--- src/rtl/led_pkg.sv ---
// rtl/led_pkg.sv - shared types and helpers for the LED brightness stage
package led_pkg;

  typedef enum logic {
    DIR_UP   = 1'b0,
    DIR_DOWN = 1'b1
  } breathe_dir_t;

  typedef enum logic {
    MODE_FIXED   = 1'b0,
    MODE_BREATHE = 1'b1
  } led_mode_t;

  function automatic int pwm_max(input int bits);
    return (1 << bits) - 1;
  endfunction

endpackage

--- src/rtl/led_breathe_pwm_core.sv ---
// rtl/led_breathe_pwm_core.sv - free-running PWM counter, compare and registered LED output
module led_breathe_pwm_core
  import led_pkg::*;
#(
  parameter int PWM_BITS = 8
) (
  input  logic                clk,
  input  logic                rst,
  input  logic                en,
  input  logic [PWM_BITS-1:0] level,
  output logic                led,
  output logic                period_done,
  output logic                boundary
);

  localparam logic [PWM_BITS-1:0] CNT_MAX = PWM_BITS'(pwm_max(PWM_BITS));

  logic [PWM_BITS-1:0] pwm_cnt;

  // High during the last count of a period; the next edge is the period boundary.
  assign boundary = (pwm_cnt == CNT_MAX);

  always_ff @(posedge clk) begin
    if (rst) begin
      pwm_cnt     <= '0;
      led         <= 1'b0;
      period_done <= 1'b0;
    end else begin
      pwm_cnt     <= pwm_cnt + 1'b1;
      led         <= en & (pwm_cnt < level);
      period_done <= boundary;
    end
  end

endmodule

--- src/rtl/led_breathe.sv ---
// rtl/led_breathe.sv - LED brightness stage: fixed duty or triangle breathing ramp
module led_breathe
  import led_pkg::*;
#(
  parameter int PWM_BITS     = 8,
  parameter int STEP_PERIODS = 4
) (
  input  logic                clk,
  input  logic                rst,
  input  logic                en,
  input  logic                mode,
  input  logic [PWM_BITS-1:0] duty,
  output logic                led,
  output logic [PWM_BITS-1:0] level,
  output logic                period_done
);

  localparam logic [PWM_BITS-1:0] LEVEL_MAX = PWM_BITS'(pwm_max(PWM_BITS));
  localparam int                  STEP_W    = (STEP_PERIODS > 1) ? $clog2(STEP_PERIODS) : 1;
  localparam logic [STEP_W-1:0]   STEP_LAST = STEP_W'(STEP_PERIODS - 1);

  breathe_dir_t        dir;
  logic [STEP_W-1:0]   step_cnt;
  logic                breathing;
  logic                boundary;
  logic [PWM_BITS-1:0] next_level;
  breathe_dir_t        next_dir;

  led_breathe_pwm_core #(
    .PWM_BITS(PWM_BITS)
  ) u_pwm_core (
    .clk        (clk),
    .rst        (rst),
    .en         (en),
    .level      (level),
    .led        (led),
    .period_done(period_done),
    .boundary   (boundary)
  );

  // The ends of the ramp also cover a stale direction, so level can never wrap.
  always_comb begin
    next_level = level;
    next_dir   = dir;
    if (dir == DIR_UP && level != LEVEL_MAX) begin
      next_level = level + 1'b1;
      next_dir   = (level == LEVEL_MAX - 1'b1) ? DIR_DOWN : DIR_UP;
    end else if (level != '0) begin
      next_level = level - 1'b1;
      next_dir   = (level == {{(PWM_BITS-1){1'b0}}, 1'b1}) ? DIR_UP : DIR_DOWN;
    end else begin
      next_level = level + 1'b1;
      next_dir   = DIR_UP;
    end
  end

  always_ff @(posedge clk) begin
    if (rst) begin
      level     <= '0;
      dir       <= DIR_UP;
      step_cnt  <= '0;
      breathing <= 1'b0;
    end else if (boundary) begin
      if (led_mode_t'(mode) == MODE_FIXED) begin
        level     <= duty;
        breathing <= 1'b0;
      end else if (!breathing) begin
        breathing <= 1'b1;
        step_cnt  <= '0;
        dir       <= (level == LEVEL_MAX) ? DIR_DOWN : DIR_UP;
      end else if (step_cnt == STEP_LAST) begin
        step_cnt <= '0;
        level    <= next_level;
        dir      <= next_dir;
      end else begin
        step_cnt <= step_cnt + 1'b1;
      end
    end
  end

endmodule

--- config.mk ---
export PLATFORM = sky130hd
export DESIGN_NAME = led_breathe
export DESIGN_NICKNAME = d
export VERILOG_FILES = /design/src/rtl/led_pkg.sv /design/src/rtl/led_breathe_pwm_core.sv /design/src/rtl/led_breathe.sv
export SDC_FILE = /design/constraint.sdc
export NUM_CORES = 1
export LEC_CHECK = 0
export CAP_MARGIN = 20
export CORE_MARGIN = 2
export CORE_UTILIZATION = 30
export CTS_CLUSTER_DIAMETER = 80
export DETAILED_ROUTE_END_ITERATION = 6
export GPL_ROUTABILITY_DRIVEN = 0
export SYNTH_ARGS = -nofsm -noshare
export SYNTH_HDL_FRONTEND = slang
export SYNTH_HIERARCHICAL = 1
export SYNTH_SLANG_ARGS = --single-unit
--- constraint.sdc ---
create_clock -name clk -period 1.9 [get_ports clk]
set_input_delay 0.19 -clock clk [delete_from_list [all_inputs] [get_ports clk]]
set_output_delay 0.19 -clock clk [all_outputs]
set_load 0.005 [all_outputs]
==> metrics, run 1 <==
cell at the slowest stage of the critical path or4_4; vias per std cell 5.417; f_max 553.8 MHz; synth warn 6; Syn Nets 233; worst setup margin 94.19 ps; Clock Pin Slew Worst Setup and Hold Paths approximately 90 ps; Crit path buffers/inverters 0; Period Utilization, post-route 0.9504; max-slew violations 0; Die Area between 6000 and 7000 um2; Setup WS pre-CTS 70.25 ps; largest net degree at the start of global routing 20; FFs w/ async S/R, synth 0; Cell Area, Synth between 1500 and 2000 um2; mean post-synth cell area 8.293 um2; worst-path cell chain or4_4, o41ai_1, a21oi_1; Via Count between 1.5k and 2k; Initial Utilization 0.3117; most common flop cell mapped by yosys dfxtp_1; Slew HR 0.6691; DRT Pass-1 Iters 5; post-synthesis cell type count 61; Skew-Pair Late Insertion Delay 270 ps; final WL roughly 4700 um; fraction of layout cells with a size suffix above 1 0.2048; CTS Hold Bufs 0; post-route minimum period 1806 ps; PD cells about 450 nW/um2; endpoints failing setup 0; Setup Skew 2.400 ps; global-route wire length before repair approximately 7800 um; CTS root buffer clkbuf_8; CP max FO 12; CTS tree done; CP Capture Type register; TritonCTS Buffers 3; Worst Hold Class reg2reg; Die W 79.65 um; placed cell count between 300 and 400; Crit path arrival time 1940 ps; IO Port Bufs 21; Post-Syn Instances between 200 and 250; total grt overflow 0; Overall Power 1.018 mW; Max IR drop VDD 0.2782 mV; Detailed Place HPWL around 3600 um; Synth area leader dfxtp_1; final net count 276; H-tree depth 1; Core ar. 5507 um2; # diodes 0; register area share after synthesis 0.2566; outcome finished, final reports clean; vias in the first global route 1632; Layout area overhead 32.14%; top post-synthesis cells by area dfxtp_1 26%, ha_1 10%, a21oi_1 3.8%, nor2_1 3.1%, inv_1 2.6%; antenna violations before repair 0; CP startpoint kind register; row cnt 27; type of the worst setup path reg2reg; Sink Count 22; worst-margin pin slew 490.0 ps; # DRC 0; Worst path top cell family by delay simple AND/OR/NAND/NOR gates; FF+latch count, synth 22; post-synth top area share 0.2566; floorplan die height roughly 80 um; CP peak stage delay 620 ps; initial drt markers 126; maximum clock insertion buffer count 2; worst endpoint required time between 2000 and 2500 ps; Final ANT Viol Nets 0; io pins 22; Layout Cells excl Fill 321; MaxCap Viol Count 0; number of flops mapped to enable cells by yosys 0; Leak Pwr 0.8568 nW; WL/cell 14.60 um; Hold Fails Final Rpt 0; total global-route track usage 0.1537
flip-flops by register name, summed over array words and instances (netlist names):
name / count
dir: 1
level: 8
step_cnt: 2
u_pwm_core/period_done: 1
u_pwm_core/led: 1
breathing: 1
u_pwm_core/pwm_cnt: 8
Yosys cell counts (3+ instances only):
master	n
nor2b_1	4
xor2_1	3
a21oi_1	13
nand2_1	9
nand2b_1	3
o21a_1	3
nand4_1	4
and3b_1	4
o21ai_0	3
o211ai_1	6
or3_1	3
a211oi_1	5
a21boi_0	3
nor3_1	6
nand3_1	8
o21bai_1	3
ha_1	14
nor2_1	14
a31oi_1	4
buf_2	3
dfxtp_1	22
inv_1	12
clkbuf_1	8
metrics by stage:
step / util / area, um2 / TNS (ps) / hold WS, ps
after global routing: 0.4120 / 2268 / -10.21 / 448.7
final: 0.4120 / 2268 / 0 / 436.4
after detailed placement: 0.3951 / 2176 / 0 / 453.4
after CTS: 0.4081 / 2247 / 0 / 475.3
after global placement: 0.3951 / 2176 / 0 / 443.8
after floorplan: - / 1717 / 0 / 377.9
area by class of cell:
| type | instances | area, um2 |
|---|---|---|
| inverters | 12 | 45.04 |
| clock inverters | 1 | 30.03 |
| multi-input cells | 159 | 1164 |
| repair buffers | 52 | 455.4 |
| flip-flops and latches | 22 | 442.9 |
| fillers | 556 | 3238 |
| clock buffers | 3 | 41.29 |
| well taps | 72 | 90.09 |
cell usage in the layout, fill, tap and decap left out, drive strengths merged, types with 3 or more instances in the layout:
cell type and n:
a31oi 4, buf 31, a21boi 4, nand2 10
clkdlybuf4s50 21, or3 3, nor2 15, xor2 3
a211oi 5, nor4 3, nor3 6, ha 14
o211ai 6, and3b 4, nand3 8, a21oi 13
inv 12, nor2b 4, o21a 3, o21ai 5
nand4 4, nand2b 3, o311ai 5, clkbuf 3
o21bai 3, and3 3, dfxtp 22
worst paths after layout:
kind | slack (ps) | end | startpoint | depth (start not counted)
worst max register to register | 90 | dir$_SDFFE_PP0P_ | level[2]$_SDFFE_PP0P_ | 3
worst min register to register | 440 | u_pwm_core/pwm_cnt[0]$_SDFF_PP0_ | u_pwm_core/pwm_cnt[0]$_SDFF_PP0_ | 1
worst max-delay path | 90 | dir$_SDFFE_PP0P_ | level[2]$_SDFFE_PP0P_ | 3
worst min-delay path | 440 | u_pwm_core/pwm_cnt[0]$_SDFF_PP0_ | u_pwm_core/pwm_cnt[0]$_SDFF_PP0_ | 1
power breakdown:
part | switching [mW] | internal [mW] | total [mW]
Clock | 0.173 | 0.282 | 0.454
Combinational | 0.0380 | 0.0531 | 0.0911
Sequential | 0.00441 | 0.468 | 0.473
Total | 0.215 | 0.803 | 1.02
routing by layer:
layer	track usage	vias up	routed length (um)
li1	-	866	-
met1	0.2140	800	2216
met2	0.2437	69	2110
met3	0.02489	4	320
met4	0.04310	0	40
met5	0	-	0
cells by family (layout without fill, tap and decap cells):
logic type | count (synthesis) | count (layout) | synth area share
buffers and inverters | 26 | 68 | 0.06778
and+or+nand+nor | 75 | 75 | 0.2631
AOI/OAI and AO/OA | 64 | 64 | 0.2726
DFF | 22 | 22 | 0.2566
muxes | 2 | 2 | 0.01749
adders and majority gates | 14 | 14 | 0.1020
xor gates and xnor gates | 4 | 4 | 0.02041
what timing repair did:
action	CTS	global route
setup endpoints to repair	0	6
resized for setup	0	4
setup buffers	0	2
Power figures use the tool's default switching activity.
==> run 2, diff against run 1 <==
Settings changed: SKIP_LAST_GASP set to 1.
==> results of run 2 <==
Same layout as run 1: the final DEF is identical, and so are final timing and power.
